--- src/rtl/hyperbus_pkg.sv ---
// Shared types for the HyperBus transaction arbiter: FSM states, the
// registered PHY segment descriptor and the chip-select decode helper.
package hyperbus_pkg;

  // Default geometry. The top-level parameters default to these values, and
  // seg_t is sized from them.
  localparam int unsigned HB_NUM_CHIPS      = 2;
  localparam int unsigned HB_ADDR_W         = 32;
  localparam int unsigned HB_CHIP_ADDR_BITS = 22;
  localparam int unsigned HB_LEN_W          = 16;

  typedef enum logic [1:0] {
    ST_IDLE,
    ST_SPLIT,
    ST_ISSUE,
    ST_WAIT
  } state_e;

  // One PHY segment exactly as presented on the phy_* outputs.
  typedef struct packed {
    logic                         write;
    logic [HB_CHIP_ADDR_BITS-1:0] addr;
    logic [HB_LEN_W-1:0]          len;
    logic [HB_NUM_CHIPS-1:0]      cs;
    logic                         last;
  } seg_t;

  // Decode a chip index into a one-hot chip select.
  function automatic logic [HB_NUM_CHIPS-1:0] chip_onehot(input logic [31:0] idx);
    chip_onehot = '0;
    for (int unsigned i = 0; i < HB_NUM_CHIPS; i++) begin
      if (idx == i) chip_onehot[i] = 1'b1;
    end
  endfunction

endpackage

--- src/rtl/hyperbus_seg_calc.sv ---
// Segment sizing for the current burst position: the chip index, the
// out-of-range abort decision and the segment length, which is the smallest
// of the remaining words, the configured burst cap and the words left before
// the end of the current chip.
module hyperbus_seg_calc #(
  parameter int unsigned NumChips     = 2,
  parameter int unsigned AddrWidth    = 32,
  parameter int unsigned ChipAddrBits = 22,
  parameter int unsigned LenWidth     = 16,
  parameter int unsigned IdxW         = 1
) (
  input  logic [AddrWidth-1:0] addr_i,
  input  logic [LenWidth-1:0]  rem_i,
  input  logic [LenWidth-1:0]  cfg_max_i,
  output logic [LenWidth-1:0]  seg_len_o,
  output logic [IdxW-1:0]      chip_idx_o,
  output logic                 abort_o,
  output logic                 last_o
);

  localparam int unsigned CmpW  = (ChipAddrBits > LenWidth) ? ChipAddrBits : LenWidth;
  localparam int unsigned HiLsb = ChipAddrBits + IdxW;
  localparam logic [IdxW:0] NumChipsW = (IdxW + 1)'(NumChips);

  logic [ChipAddrBits-1:0] bound_words;
  logic [CmpW-1:0]         min_w;
  logic                    unused_addr0;

  // The byte address LSB never affects word-granular sizing.
  assign unused_addr0 = addr_i[0];

  assign chip_idx_o = addr_i[ChipAddrBits +: IdxW];
  assign abort_o    = (|addr_i[AddrWidth-1:HiLsb]) || ({1'b0, chip_idx_o} >= NumChipsW);

  // Words left in this chip: 2^(ChipAddrBits-1) minus the word offset. The
  // result still fits in ChipAddrBits bits when the offset is zero.
  assign bound_words = {1'b1, {(ChipAddrBits-1){1'b0}}} - {1'b0, addr_i[ChipAddrBits-1:1]};

  // Minimum of remaining length, burst cap (0 = no cap) and chip boundary.
  always_comb begin
    // NOTE: blocking assignments in always_comb let each step refine the
    // running minimum in order, like a sequential program.
    min_w = CmpW'(rem_i);
    if ((cfg_max_i != '0) && (CmpW'(cfg_max_i) < min_w)) min_w = CmpW'(cfg_max_i);
    if (CmpW'(bound_words) < min_w) min_w = CmpW'(bound_words);
  end

  assign seg_len_o = min_w[LenWidth-1:0];
  assign last_o    = (seg_len_o == rem_i);

endmodule

--- src/rtl/hyperbus_trx_arbiter.sv ---
// Round-robin scheduler between AXI read and write bursts onto the single
// HyperBus PHY port. Each burst is cut into segments bounded by the burst
// cap and chip boundaries; one segment is in flight at a time.
module hyperbus_trx_arbiter
  import hyperbus_pkg::*;
#(
  parameter int unsigned NumChips     = HB_NUM_CHIPS,
  parameter int unsigned AddrWidth    = HB_ADDR_W,
  parameter int unsigned ChipAddrBits = HB_CHIP_ADDR_BITS,
  parameter int unsigned LenWidth     = HB_LEN_W
) (
  input  logic                    clk_i,
  input  logic                    rst_ni,
  input  logic                    rd_valid_i,
  output logic                    rd_ready_o,
  input  logic [AddrWidth-1:0]    rd_addr_i,
  input  logic [LenWidth-1:0]     rd_len_i,
  input  logic                    wr_valid_i,
  output logic                    wr_ready_o,
  input  logic [AddrWidth-1:0]    wr_addr_i,
  input  logic [LenWidth-1:0]     wr_len_i,
  input  logic [LenWidth-1:0]     cfg_max_burst_i,
  output logic                    phy_valid_o,
  input  logic                    phy_ready_i,
  output logic                    phy_write_o,
  output logic [ChipAddrBits-1:0] phy_addr_o,
  output logic [LenWidth-1:0]     phy_len_o,
  output logic [NumChips-1:0]     phy_cs_o,
  output logic                    phy_last_o,
  input  logic                    phy_done_i,
  output logic                    busy_o,
  output logic                    err_o
);

  localparam int unsigned IdxW = (NumChips > 1) ? $clog2(NumChips) : 1;

  state_e               state_q, state_d;
  logic                 last_wr_q, last_wr_d;   // 1 = write was granted last
  logic                 write_q, write_d;
  logic [AddrWidth-1:0] addr_q, addr_d;         // current byte address
  logic [LenWidth-1:0]  rem_q, rem_d;           // words still to issue
  logic [LenWidth-1:0]  cfg_q, cfg_d;           // burst cap captured at accept
  seg_t                 seg_q, seg_d;
  logic                 err_q, err_d;

  logic                 grant_rd, grant_wr;
  logic [AddrWidth-1:0] req_addr;
  logic [LenWidth-1:0]  req_len;
  logic [LenWidth-1:0]  calc_len;
  logic [IdxW-1:0]      calc_idx;
  logic                 calc_abort, calc_last;

  hyperbus_seg_calc #(
    .NumChips    (NumChips),
    .AddrWidth   (AddrWidth),
    .ChipAddrBits(ChipAddrBits),
    .LenWidth    (LenWidth),
    .IdxW        (IdxW)
  ) u_seg_calc (
    .addr_i    (addr_q),
    .rem_i     (rem_q),
    .cfg_max_i (cfg_q),
    .seg_len_o (calc_len),
    .chip_idx_o(calc_idx),
    .abort_o   (calc_abort),
    .last_o    (calc_last)
  );

  // Round-robin grant: on a tie the side not granted last wins. Only one
  // grant can be high, and only in IDLE.
  assign grant_rd = (state_q == ST_IDLE) && rd_valid_i && (!wr_valid_i || last_wr_q);
  assign grant_wr = (state_q == ST_IDLE) && wr_valid_i && !grant_rd;
  assign req_addr = grant_wr ? wr_addr_i : rd_addr_i;
  assign req_len  = grant_wr ? wr_len_i  : rd_len_i;

  // Next-state logic: accept, size, issue and retire segments.
  always_comb begin
    // NOTE: every signal written here gets a default first, so no path can
    // leave one unassigned and infer a latch.
    state_d   = state_q;
    last_wr_d = last_wr_q;
    write_d   = write_q;
    addr_d    = addr_q;
    rem_d     = rem_q;
    cfg_d     = cfg_q;
    seg_d     = seg_q;
    err_d     = 1'b0;
    unique case (state_q)
      ST_IDLE: begin
        if (grant_rd || grant_wr) begin
          last_wr_d = grant_wr;
          if (req_len == '0) begin
            err_d = 1'b1;
          end else begin
            write_d = grant_wr;
            addr_d  = req_addr;
            rem_d   = req_len;
            cfg_d   = cfg_max_burst_i;
            state_d = ST_SPLIT;
          end
        end
      end
      ST_SPLIT: begin
        if (calc_abort) begin
          err_d   = 1'b1;
          state_d = ST_IDLE;
        end else begin
          seg_d.write = write_q;
          seg_d.addr  = HB_CHIP_ADDR_BITS'({addr_q[ChipAddrBits-1:1], 1'b0});
          seg_d.len   = HB_LEN_W'(calc_len);
          seg_d.cs    = chip_onehot(32'(calc_idx));
          seg_d.last  = calc_last;
          state_d     = ST_ISSUE;
        end
      end
      ST_ISSUE: begin
        if (phy_ready_i) state_d = ST_WAIT;
      end
      ST_WAIT: begin
        if (phy_done_i) begin
          addr_d  = addr_q + AddrWidth'({seg_q.len[LenWidth-1:0], 1'b0});
          rem_d   = rem_q - seg_q.len[LenWidth-1:0];
          state_d = seg_q.last ? ST_IDLE : ST_SPLIT;
        end
      end
      default: state_d = ST_IDLE;
    endcase
  end

  // State registers; reset clears everything, including any in-flight segment.
  always_ff @(posedge clk_i or negedge rst_ni) begin
    // NOTE: non-blocking assignments so every register samples pre-edge values.
    if (!rst_ni) begin
      state_q   <= ST_IDLE;
      last_wr_q <= 1'b1;
      write_q   <= 1'b0;
      addr_q    <= '0;
      rem_q     <= '0;
      cfg_q     <= '0;
      seg_q     <= '0;
      err_q     <= 1'b0;
    end else begin
      state_q   <= state_d;
      last_wr_q <= last_wr_d;
      write_q   <= write_d;
      addr_q    <= addr_d;
      rem_q     <= rem_d;
      cfg_q     <= cfg_d;
      seg_q     <= seg_d;
      err_q     <= err_d;
    end
  end

  assign rd_ready_o  = grant_rd;
  assign wr_ready_o  = grant_wr;
  assign phy_valid_o = (state_q == ST_ISSUE);
  assign phy_write_o = seg_q.write;
  assign phy_addr_o  = seg_q.addr[ChipAddrBits-1:0];
  assign phy_len_o   = seg_q.len[LenWidth-1:0];
  assign phy_cs_o    = seg_q.cs[NumChips-1:0];
  assign phy_last_o  = seg_q.last;
  assign busy_o      = (state_q != ST_IDLE);
  assign err_o       = err_q;

endmodule

--- config.mk ---
export PLATFORM = sky130hd
export DESIGN_NAME = hyperbus_trx_arbiter
export DESIGN_NICKNAME = d
export VERILOG_FILES = /design/src/rtl/hyperbus_pkg.sv /design/src/rtl/hyperbus_seg_calc.sv /design/src/rtl/hyperbus_trx_arbiter.sv
export SDC_FILE = /design/constraint.sdc
export NUM_CORES = 1
export LEC_CHECK = 0
export ABC_AREA = 1
export CAP_MARGIN = 25
export CORE_MARGIN = 2
export CORE_UTILIZATION = 70
export DETAILED_ROUTE_END_ITERATION = 12
export DONT_BUFFER_PORTS = 1
export GPL_TIMING_DRIVEN = 0
export PLACE_DENSITY = 0.86
export SLEW_MARGIN = 5
export SYNTH_ARGS = -nofsm -noshare
export SYNTH_HDL_FRONTEND = slang
export SYNTH_SLANG_ARGS = --single-unit
--- constraint.sdc ---
create_clock -name clk_i -period 4.85 [get_ports clk_i]
set_input_delay 0.7275 -clock clk_i [delete_from_list [all_inputs] [get_ports clk_i]]
set_output_delay 0.7275 -clock clk_i [all_outputs]
set_load 0.05 [all_outputs]
Word-level counts from Yosys, hierarchy flattened
Cells that the tools add are included.
Cells by class
  $add $sub $neg: 3
  order comparisons: 2
  equality and inequality tests: 8
  muxes and demuxes: 25
  bitwise logic cells: 2
  reduce and logical (&&, ||, !) cells: 20
Operators with widths (count)
  $mux W32: 4
  $mux W16: 6
  $pmux W32 S2: 1
  $add A32 B17 Y32: 1
  $pmux W16 S2: 1
  $lt A22 B16 Y1: 1
  $sub A22 B21 Y22 const A: 1
  $eq A16 B16 Y1: 1
  $logic_not A16 Y1: 1
  $lt A16 B16 Y1: 1
  $reduce_bool A16 Y1: 1
  $sub A16 B16 Y16: 1
  $mux W2: 5
  $reduce_or A9 Y1: 1
  $pmux W2 S4: 1
  $reduce_and A4 Y1: 2
  $mux W1: 6
  $logic_and A1 B1 Y1: 5
  $eq A2 B2 Y1 const B: 2
  $ne A2 B1 Y1 const B: 2
  $ne A2 B2 Y1 const B: 2
  $reduce_and A2 Y1: 2
  $reduce_bool A2 Y1: 2
  $reduce_and A3 Y1: 1
  other kinds (6): 9
Storage, ports and cells
  register bits after elaboration: 110
  input bits: 118
  output and inout bits: 47
  word-level logic and storage cells: 72

Longest topological paths before layout
Gate-level depths: netlist of the first run.
  depth after elaboration: 10
  depth in mapped cells: 31
  gate-level depth less buffers: 29

Hierarchy
From an unflattened synthesis of the first run, not the netlist that was laid out.
Unflattened totals
  cell total of the unflattened synthesis: 1647
  area total of the unflattened synthesis: 9999.6 µm²
Modules (own cells, without submodules)
  hyperbus_trx_arbiter: times used 1, cells an instance 1209, area each 7792.5 µm², seq. area each 2753.9 µm²
  hyperbus_seg_calc: times used 1, cells an instance 438, area each 2207.1 µm², seq. area each 0.0 µm²

Worst setup path before layout of the first run
OpenSTA, ideal clock, no wires.
  path kind: reg2reg
  from: register rem_q[15]
  to: register seg_q, in the netlist phy_last_o
  library setup time: 0.066 ns
  data arrival time: 3.282 ns
  required time: 4.784 ns
  path slack: 1.502 ns
  stages on the path, launching flop included: 27
  path buffers: 3
  clock period less this slack: 3.348 ns
  path through: dfrtp_1 inv_1 ha_1 a21oi_1 o21a_1 nand2_1 nor2_1 nand2_1 clkbuf_1 o21ai_0 inv_1 ha_1 a21oi_1 o21ai_0 a21oi_1 nor2_2 nor2_4 buf_6 buf_6 nand3_1 nand3_1 nand2_1 nor2_1 nand3_1 nor2_1 nand2_1 nand2_1
Between the ends
  longest elaborated chain between the ends: 6
Ends and longest elaborated chain
  start: declaration: line hyperbus_trx_arbiter.sv:41  | logic [LenWidth-1:0] rem_q, rem_d;
  start signal: assignment: line hyperbus_trx_arbiter.sv:147  | rem_q <= rem_d;
  $lt A16 B16 Y1: line hyperbus_seg_calc.sv:44  | if ((cfg_max_i != '0) && (CmpW'(cfg_max_i) < min_w)) min_w = CmpW'(cfg_max_i);
  $logic_and A1 B1 Y1: line hyperbus_seg_calc.sv:44
  $mux W16: line hyperbus_seg_calc.sv:44
  $lt A22 B16 Y1: line hyperbus_seg_calc.sv:45  | if (CmpW'(bound_words) < min_w) min_w = CmpW'(bound_words);
  $mux W16: line hyperbus_seg_calc.sv:45
  $eq A16 B16 Y1 (*): line hyperbus_seg_calc.sv:49  | assign last_o = (seg_len_o == rem_i);
  end signal: assignment: line hyperbus_trx_arbiter.sv:149  | seg_q <= seg_d;
  end: declaration: line hyperbus_trx_arbiter.sv:43  | seg_t seg_q, seg_d;
Every way passes the cells marked *; elsewhere a longest branch is shown, timed or not.
A chain may end at the register's enable or synchronous reset.

Final worst setup path of the first run
  from: register rem_q[11]
  to: register seg_q, in the netlist phy_last_o
Same word-level chain as after synthesis.

==> flow_summary_export.csv, run 1 <==
group,metric,value,unit
run_status,status,"completed",
clock_tree,clock-sinks,109,
synthesis,yosysWarnings,0,
clock_tree,hold_buffers,0,
sta,slew_violations,0,
routing,drt-pass1-iter-count,6,
pwr,pwr-share-seq,24.5,%
grt,grt_usage,41.95,%
routing,post_drt_wl_per_cell,18.85,um
floorplanning,dieArea,13490,um2
pwr,p_leak,0.004523,uW
sta,fin_skew,0.01173,ns
synthesis,synthesis.nets,1460,
floorplanning,core,12160,um2
pwr,p_int,3052,uW
sta,worst_slew_pin_slew,1.037,ns
grt,grt_pass1_wl,42920,um
pwr,combPwrFrac,64.1,%
clock_tree,cts_setup_buffers,0,
synthesis,syn_area_per_cell,6.888,um2
setup_path,max_stage_delay,0.42,ns
clock_tree,cts_resized,0,
sta,fmax,222.0,MHz
setup_path,end_kind,"flop",
sta,rsz0062_at_grt,"no",
floorplanning,ios,165,
place,place_hpwl,21470,um
routing,drt_iter0_drc,1164,
grt,grt_antenna_before_repair,0,
pwr,swShare,53.54,%
synthesis,async_reset_ff_share,100.0,%
sta,setup_tns,0,ns
clock_tree,htree_levels,3,
pwr,max-vdd-ir-drop,0.5139,mV
routing,vias_per_cell,6.176,
synthesis,synth_seq_cells,109,
setup_path,cp_slowest_cell,"dfrtp_1",
routing,wl,27600,um
routing,drc,0,
clock_tree,clk_path_buf_depth,2,
floorplanning,rows,40,
synthesis,synth_edf_count,0,
place,gp_congestion,1.000,
routing,vias,9041,
clock_tree,numCtsBuffers,9,
clock_tree,cts.clk_slew.worst_paths,0.07,ns
clock_tree,clk-insertion-delay-late,0.36,ns
synthesis,ys.flop_type,"dfrtp_1",
sta,hold_viol,0,
sta,fin_crit_sh,92.87,%
floorplanning,dieHeight,116.1,um
setup_path,reg2regPathDepth,29,
pwr,switchingPower,3517,uW
run,cap_violations,0,
layout,nNetsFinal,1472,
place,port_buffers,0,
worst_hold_path,hp-class,"in -> async",
sta,min_period,4.504,ns
synthesis,synth_area_leader_cell,"dfrtp_1",
synthesis,syn_inst,1278,
synthesis,ys_top_cells_by_area,"dfrtp_1 (31%), nand2_1 (12%), ha_1 (8.8%)",
sta,maxSlewHeadroom,30.85,%
setup_path,crit_arrival,4.81,ns
synthesis,synthesis.area,8803,um2
setup_path,crit_path_max_fanout,10,
clock_tree,cts-root-buf,"clkbuf_16",
floorplanning,die_w,116.1,um
setup_path,crit_path_start_kind,"flop",
pwr,power_frac_clock,11.5,%
layout,drive_gt1_share,4.865,%
setup_path,crit_path_frequent_cell,"nand2_1",
pwr,powerDensity,704.8,nW/um2
layout,area_growth,5.856,%
setup_path,crit_required,5.15,ns
floorplanning,initial_utilization,72.39,%
setup_path,setup.worst_path.class,"reg -> reg",
synthesis,synth_seq_area_share,31.00,%
clock_tree,cts_tree,"yes",
synthesis,synth_top_area_share,30.70,%
layout,num-fill-cells,998,
grt,grt_pass1_vias,8215,
synthesis,synth.distinct_cells,49,
routing,ant_nets,0,
grt,grt_max_degree,110,
sta,setup_viol,0,
grt,grt_overflow,0,
sta,holdWs,0.05559,ns
through the flow:
stage	utilization (%)	instances	power [uW]	setup slack, ns	area [um2]
final	76.63	1464	6568	0.3457	9319
after global routing	76.60	1463	7139	0.03618	9316
after floorplan	-	1278	4606	1.502	8803
after detailed placement	74.18	1447	5638	0.4014	9021
after CTS	76.53	1463	6414	0.4029	9308
after global placement	74.12	1446	5537	0.4949	9014
cell families after synthesis:
logic type	Yosys count	synth area share, %
AOI/OAI and AO/OA	292	17.74
xor gates and xnor gates	35	3.482
adders and majority gates	64	9.267
buffers and inverters	192	9.210
DFF	109	31.00
muxes	17	1.990
other	1	0.04260
and+or+nand+nor	568	27.27
worst max-delay path: cells and delay by family, from the launching register on:
| family | cells | cell delay (ns) |
|---|---|---|
| flip-flops | 1 | 0.42 |
| AND/OR/NAND/NOR | 19 | 2.01 |
| buffers and inverters | 5 | 0.68 |
| adder cells (fa/ha/maj) | 2 | 0.62 |
| AO/OA/AOI/OAI | 3 | 0.70 |
sequential cells by signal, summed over array words and instances (netlist names), named ones only:
signal and count:
phy_last_o 1, addr_q 31, phy_write_o 1, last_wr_q 1
phy_cs_o 2, rem_q 16, write_q 1, cfg_q 16
phy_len_o 16, state_q 1, phy_addr_o 21, err_o 1
cell usage after synthesis (2+ instances only):
library cell    n
o21ai_0       138
inv_2           3
a31oi_1        28
inv_1         140
nand2_1       276
nor3_1         17
buf_4           3
o22ai_1         7
nor2_1        166
o211ai_1        9
nand4_1        12
nor2_4          3
dfrtp_1       108
xor2_1         23
ha_1           62
nand3b_1        3
buf_2           3
a211oi_1        2
o21bai_1        4
nand3_1        67
or2_2           3
o21ai_1        17
a21oi_1        80
nor4_1          4
xnor2_1        12
nor2_2          4
buf_6          10
clkbuf_1       31
nand2_2         4
fa_1            2
o21a_1          3
nand3_2         2
mux2i_1        13
mux2_2          4
placed cells by master, fill, tap and decap left out, drive strengths merged, types with 5 or more instances in the layout:
cell / count
nor2: 173
nand4: 12
nor3: 19
nand2: 281
a31oi: 28
a21oi: 80
xnor2: 12
o211ai: 9
o22ai: 7
dfrtp: 108
nor4: 5
ha: 62
mux2i: 13
o21ai: 155
buf: 18
clkbuf: 43
nand3: 69
inv: 143
xor2: 23
power by group through the flow:
stage / Combinational, uW / Sequential, uW / Clock [uW]
2_1_floorplan: 3110 / 1500 / 0
3_3_place_gp: 3940 / 1600 / 0
3_5_place_dp: 4030 / 1610 / 0
4_1_cts: 4070 / 1590 / 750
5_1_grt: 4710 / 1640 / 788
6_report: 4210 / 1610 / 753
final cells by class:
| type | instances | area, um2 | share of cell area [%] |
|---|---|---|---|
| plain buffers | 48 | 274.0 | 2.940 |
| clock buffers | 12 | 236.5 | 2.538 |
| diodes | 1 | 2.502 | 0.02685 |
| well taps | 168 | 210.2 | 2.256 |
| clock inverters | 4 | 50.05 | 0.5371 |
| inverters | 144 | 540.5 | 5.800 |
| flip-flops and latches | 109 | 2729 | 29.28 |
| repair buffers | 1 | 7.507 | 0.08056 |
| multi-input cells | 977 | 5269 | 56.54 |
path summary, 6_finish.rpt:
kind                               startpoint         end  slack (ns)
min in group clk_i         cfg_max_burst_i[1]    cfg_q[1]        0.51
min                                    rst_ni  addr_q[14]        0.06
max reg2reg                         rem_q[11]  phy_last_o        0.35
max                                 rem_q[11]  phy_last_o        0.35
max in group asynchronous              rst_ni   last_wr_q        4.59
min reg2reg                           write_q     write_q        0.51
metal layers:
metal | wire, um | share of wire (%) | track usage (%) | up-vias
li1 | - | - | - | 4250
met1 | 11670 | 42 | 59.35 | 4158
met2 | 11750 | 43 | 63.20 | 553
met3 | 3148 | 11 | 8.407 | 80
met4 | 1030 | 3.7 | 17.54 | 0
met5 | 0 | 0 | 0 | -
Note: power is estimated with default switching activity, not from simulation.
==> inputs of run 2 (changes only) <==
--- a/config.mk
+++ b/config.mk
@@ -13,6 +13,7 @@
 export DONT_BUFFER_PORTS = 1
 export GPL_TIMING_DRIVEN = 0
 export PLACE_DENSITY = 0.86
+export REMOVE_ABC_BUFFERS = 1
 export SLEW_MARGIN = 5
 export SYNTH_ARGS = -nofsm -noshare
 export SYNTH_HDL_FRONTEND = slang
==> run 2 against run 1 <==
Critical path type unchanged; critical path depth shrank 3; die area is the same; critical endpoint unchanged; global-route usage shrank 5.9 points.
==> flow_summary_export.csv, run 2 (same netlist as run 1, synthesis figures left out) <==
group,metric,value,unit
clock_tree,cts.clk_slew.worst_paths,0.07,ns
run,cap_violations,0,
floorplanning,ios,165,
layout,diodes,0,
setup_path,end_kind,"flop",
sta,fin_crit_sh,95.49,%
grt,use_met1,47.43,%
routing,vias,8557,
grt,busiest_layer,"met2",
grt,met3_usage,9.964,%
sta,worst_slew_pin_slew,0.9196,ns
clock_tree,clk_path_buf_depth,2,
routing,ant_nets,0,
setup_path,crit_path_max_fanout,31,
worst_hold_path,hp-class,"in -> async",
layout,final_cell_mix,"nand2_1 (273), nor2_1 (166), inv_1 (138), o21ai_0 (134), dfrtp_1 (108)",
setup_path,setup.worst_path.class,"reg -> reg",
layout,drive_gt1_share,4.709,%
setup_path,crit_path_start_kind,"flop",
setup_path,crit_required,5.15,ns
setup_path,crit_arrival,4.93,ns
pwr,max-vdd-ir-drop,0.4391,mV
sta,setup_viol,0,
grt,grt_pass1_vias,7873,
clock_tree,numCtsBuffers,9,
grt,grt_antenna_before_repair,0,
layout,final_core_util,76.04,%
grt,grt_usage,36.03,%
pwr,p_leak,0.004494,uW
sta,holdWs,0.05805,ns
floorplanning,initial_utilization,72.39,%
setup_path,max_stage_delay,0.41,ns
grt,grtUsageMet2,57.19,%
place,gp_congestion,0.9533,
pwr,powerDensity,701.9,nW/um2
place,dp_slack,-0.3902,ns
floorplanning,die_w,116.1,um
place,place_hpwl,17310,um
routing,vias_per_cell,6.022,
layout,nNetsFinal,1430,
pwr,combPwrFrac,61.9,%
pwr,power_frac_clock,13.5,%
sta,setup_slack,0.2187,ns
pwr,switchingPower,3381,uW
grt,grt_pass1_wl,37810,um
setup_path,crit_path_frequent_cell,"nand2_1",
sta,fin_skew,0.006860,ns
clock_tree,hold_buffers,0,
place,port_buffers,0,
sta,setup_tns,0,ns
sta,slew_violations,0,
clock_tree,clock-sinks,109,
floorplanning,dieArea,13490,um2
routing,drt-pass1-iter-count,5,
layout,final_common_cell,"nand2_1",
layout,largest_register,"addr_q",
pwr,swShare,52.08,%
sta,maxSlewHeadroom,38.47,%
sta,min_period,4.631,ns
routing,drt_iter0_drc,803,
clock_tree,htree_levels,3,
setup_path,r2r_slack,0.22,ns
grt,grt_max_degree,110,
clock_tree,cts-root-buf,"clkbuf_16",
routing,drc,0,
layout,largest_reg_flops,31,
clock_tree,cts_tree,"yes",
layout,area_growth,5.045,%
grt,grt_overflow,0,
floorplanning,core,12160,um2
pwr,p_int,3110,uW
sta,hold_viol,0,
sta,fmax,215.9,MHz
sta,rsz0062_at_grt,"no",
floorplanning,dieHeight,116.1,um
floorplanning,rows,40,
run_status,status,"completed",
routing,wl,24100,um
routing,post_drt_wl_per_cell,16.96,um
clock_tree,clk-insertion-delay-late,0.36,ns
setup_path,cp_slowest_cell,"dfrtp_1",
pwr,pwr-share-seq,24.6,%
[run 2: cell count changes in the layout (fill, tap and decap cells not counted), moves of 2 or more]
cell | before | now
nand2_4 | 1 | 4
buf_2 | 3 | 0
o21ai_1 | 17 | 20
clkbuf_1 | 31 | 0
clkbuf_2 | 3 | 0
buf_4 | 4 | 1
buf_6 | 10 | 0
nand2_1 | 276 | 273
o21ai_0 | 138 | 134
inv_1 | 140 | 138
bufinv_16 | 1 | 3
buf_12 | 0 | 4
[run 2: metrics by stage]
stage	area (um2)	power, uW	cells
2_1_floorplan	8533	4465	1230
3_3_place_gp	8743	5247	1398
3_5_place_dp	8818	5418	1402
4_1_cts	9178	6322	1418
5_1_grt	9248	7108	1421
6_report	9248	6491	1421
[run 2: path summary, 6_finish.rpt]
check,from,endpoint,depth (start not counted)
max,rem_q[11],phy_last_o,26
min,rst_ni,phy_cs_o[1],0
max reg2reg,rem_q[11],phy_last_o,26
min reg2reg,write_q,phy_write_o,2
max in group asynchronous,rst_ni,last_wr_q,0
min in group clk_i,write_q,phy_write_o,2
[run 2: cell type report]
cell class	instances	area, um2
fill	984	2914
clock buffer	10	239.0
timing repair buffer	6	115.1
sequential	109	2729
inverter	144	543.0
clock inverter	6	110.1
multi-input combinational	978	5301
tap	168	210.2
[run 2: metal layers]
metal | share of wire (%) | up-vias
met5 | 0 | -
met4 | 2.3 | 0
met3 | 9.7 | 46
met2 | 46 | 422
met1 | 42 | 3905
li1 | - | 4184
[run 2: worst max-delay path: cells and delay by family (launching register included)]
| kind | cells | cell delay, ns |
|---|---|---|
| AO/OA/AOI/OAI | 6 | 1.00 |
| adder cells (fa/ha/maj) | 2 | 0.63 |
| buffers and inverters | 2 | 0.21 |
| flip-flops | 1 | 0.41 |
| AND/OR/NAND/NOR | 16 | 2.30 |
[run 2: power by group through the flow]
| stage | logic [uW] | clock network, uW | registers (uW) |
|---|---|---|---|
| floorplan | 2960 | 0 | 1500 |
| global placement | 3660 | 0 | 1590 |
| detailed placement | 3820 | 0 | 1600 |
| CTS | 3860 | 876 | 1590 |
| global route | 4550 | 920 | 1640 |
| finish | 4020 | 876 | 1600 |
[run 2: timing repair]
item                                    4_1_cts  5_1_grt
endpoints found under the setup margin        2        1
endpoints found under the hold margin         0        0
gates resized for setup                       3        8
pin swaps                                     0        1
setup buffers                                 0        0
gates cloned                                  0        1
==> inputs of run 3 (changes only) <==
--- a/config.mk
+++ b/config.mk
@@ -14,7 +14,7 @@
 export GPL_TIMING_DRIVEN = 0
 export PLACE_DENSITY = 0.86
 export REMOVE_ABC_BUFFERS = 1
-export SLEW_MARGIN = 5
+export SLEW_MARGIN = 20
 export SYNTH_ARGS = -nofsm -noshare
 export SYNTH_HDL_FRONTEND = slang
 export SYNTH_SLANG_ARGS = --single-unit
==> run 3 against run 2 <==
Sequential share of layout area is 0.096 points higher; clock power is 8.3% lower; final cell count stayed put; register-to-register slack better by 0.03 ns; worst setup slack better by 0.025 ns; fmax is 0.54% higher; power is 1.4% lower; first-iteration DRC count is 6.1% lower; critical path depth is 1 higher; via count is 0.61% lower; global-route usage hardly changed.
==> flow_summary_export.csv, run 3 (same netlist as run 1, synthesis figures left out) <==
group,metric,value,unit
setup_path,end_kind,"flop",
clock_tree,cts-root-buf,"clkbuf_16",
sta,setup_slack,0.2437,ns
place,dp.cells,1402,
grt,grt_antenna_before_repair,0,
sta,fmax,217.1,MHz
run_status,status,"completed",
routing,post_drt_wl_per_cell,16.65,um
floorplanning,die_w,116.1,um
floorplanning,ios,165,
pwr,switchingPower,3376,uW
floorplanning,rows,40,
setup_path,crit_path_frequent_cell,"nand2_1",
place,dp_slack,-0.4168,ns
setup_path,setup.worst_path.class,"reg -> reg",
clock_tree,cts_setup_buffers,0,
layout,layout.cells.non_filler,1421,
place,gp_congestion,0.9533,
floorplanning,dieHeight,116.1,um
grt,grt_max_degree,110,
run,cap_violations,0,
clock_tree,cts_tree,"yes",
pwr,pwr-share-seq,25.0,%
setup_path,crit_path_start_kind,"flop",
grt,grt_pass1_wl,38000,um
setup_path,crit_arrival,4.91,ns
routing,vias,8505,
sta,fin_crit_sh,94.97,%
pwr,max-vdd-ir-drop,0.4200,mV
place,port_buffers,0,
sta,worst_slew_pin_slew,0.9213,ns
layout,drive_gt1_share,4.629,%
clock_tree,clk-insertion-delay-late,0.36,ns
routing,drc,0,
setup_path,max_stage_delay,0.40,ns
sta,hold_viol,0,
grt,grt_overflow,0,
routing,drt_iter0_drc,754,
floorplanning,dieArea,13490,um2
place,place_hpwl,17300,um
layout,nNetsFinal,1430,
layout,final_core_util,75.79,%
sta,setup_tns,0,ns
sta,fin_skew,0.009077,ns
layout,num-fill-cells,967,
pwr,combPwrFrac,62.5,%
clock_tree,clk_path_buf_depth,2,
grt,grt_usage,35.98,%
layout,largest_reg_flops,31,
clock_tree,cts.clk_slew.worst_paths,0.07,ns
sta,slew_violations,0,
floorplanning,core,12160,um2
routing,wl,23660,um
clock_tree,clock-sinks,109,
pwr,power_frac_clock,12.5,%
setup_path,cpLargestDelayFamily,"simple AND/OR/NAND/NOR gates",
sta,rsz0062_at_grt,"no",
worst_hold_path,hp-class,"in -> async",
layout,area_growth,4.704,%
routing,vias_per_cell,5.985,
layout,largest_register,"addr_q",
clock_tree,htree_levels,3,
setup_path,cp_slowest_cell,"dfrtp_1",
setup_path,crit_required,5.15,ns
layout,final_common_cell,"nand2_1",
layout,register_area,2729,um2
pwr,p_leak,0.004472,uW
pwr,powerDensity,694.6,nW/um2
clock_tree,numCtsBuffers,9,
layout,final_cell_mix,"nand2_1 (273), nor2_1 (165), inv_1 (138), o21ai_0 (133), dfrtp_1 (108)",
pwr,swShare,52.73,%
sta,maxSlewHeadroom,38.35,%
pwr,p_int,3026,uW
routing,drt-pass1-iter-count,5,
setup_path,cp_num_buf_inv,3,
clock_tree,hold_buffers,0,
layout,diodes,0,
layout,multi_input_area,5309,um2
grt,grt_pass1_vias,7936,
routing,ant_nets,0,
floorplanning,initial_utilization,72.39,%
sta,min_period,4.606,ns
sta,setup_viol,0,
setup_path,crit_path_max_fanout,31,
## run 3: cell types whose count changed in the layout (fill, tap and decap cells not counted), sizes merged
cell | before | now
clkinvlp | 2 | 3
bufinv | 3 | 2
## run 3: stage by stage
stage | power [uW] | hold WS [ns] | instance area (um2)
after floorplan | 4465 | 0.4319 | 8533
after global placement | 5247 | 0.4353 | 8743
after detailed placement | 5396 | 0.4343 | 8828
after CTS | 6234 | 0.05073 | 9153
after global routing | 7032 | 0.04439 | 9218
final | 6402 | 0.05831 | 9218
## run 3: power groups by stage
stage	clock (uW)	combinational (uW)	sequential (uW)
global placement	0	3660	1590
global route	847	4550	1640
detailed placement	0	3800	1600
finish	803	4000	1600
CTS	810	3840	1580
floorplan	0	2960	1500
## run 3: timing repair
item                                    in CTS  in global routing
gates cloned                                 0                  1
endpoints found under the setup margin       1                  2
gates resized for setup                      3                  9
pin swaps                                    0                  1
## run 3: per-layer routing
layer,routed length [um],track usage (%),vias to the layer above
met1,9978,47.78,3867
met4,668,14.68,0
met2,10850,56.73,404
li1,-,-,4177
met5,0,0,-
met3,2161,9.133,57
## run 3: final timing paths
| check | start | cells past startpoint | slack (ns) | endpoint |
|---|---|---|---|---|
| max in group asynchronous | rst_ni | 0 | 4.57 | last_wr_q |
| min reg2reg | write_q | 2 | 0.50 | phy_write_o |
| min | rst_ni | 0 | 0.06 | phy_addr_o[13] |
| max | rem_q[11] | 27 | 0.24 | phy_last_o |
| min in group clk_i | write_q | 2 | 0.50 | phy_write_o |
| max reg2reg | rem_q[11] | 27 | 0.24 | phy_last_o |
## run 3: area by class of cell
cell class                      count  area share [%]
Multi-Input combinational cell    978           57.59
Sequential cell                   109           29.61
Inverter                          144           5.891
Clock buffer                       10           2.484
Tap cell                          168           2.280
Timing Repair Buffer                6           1.195
Clock inverter                      6          0.9502
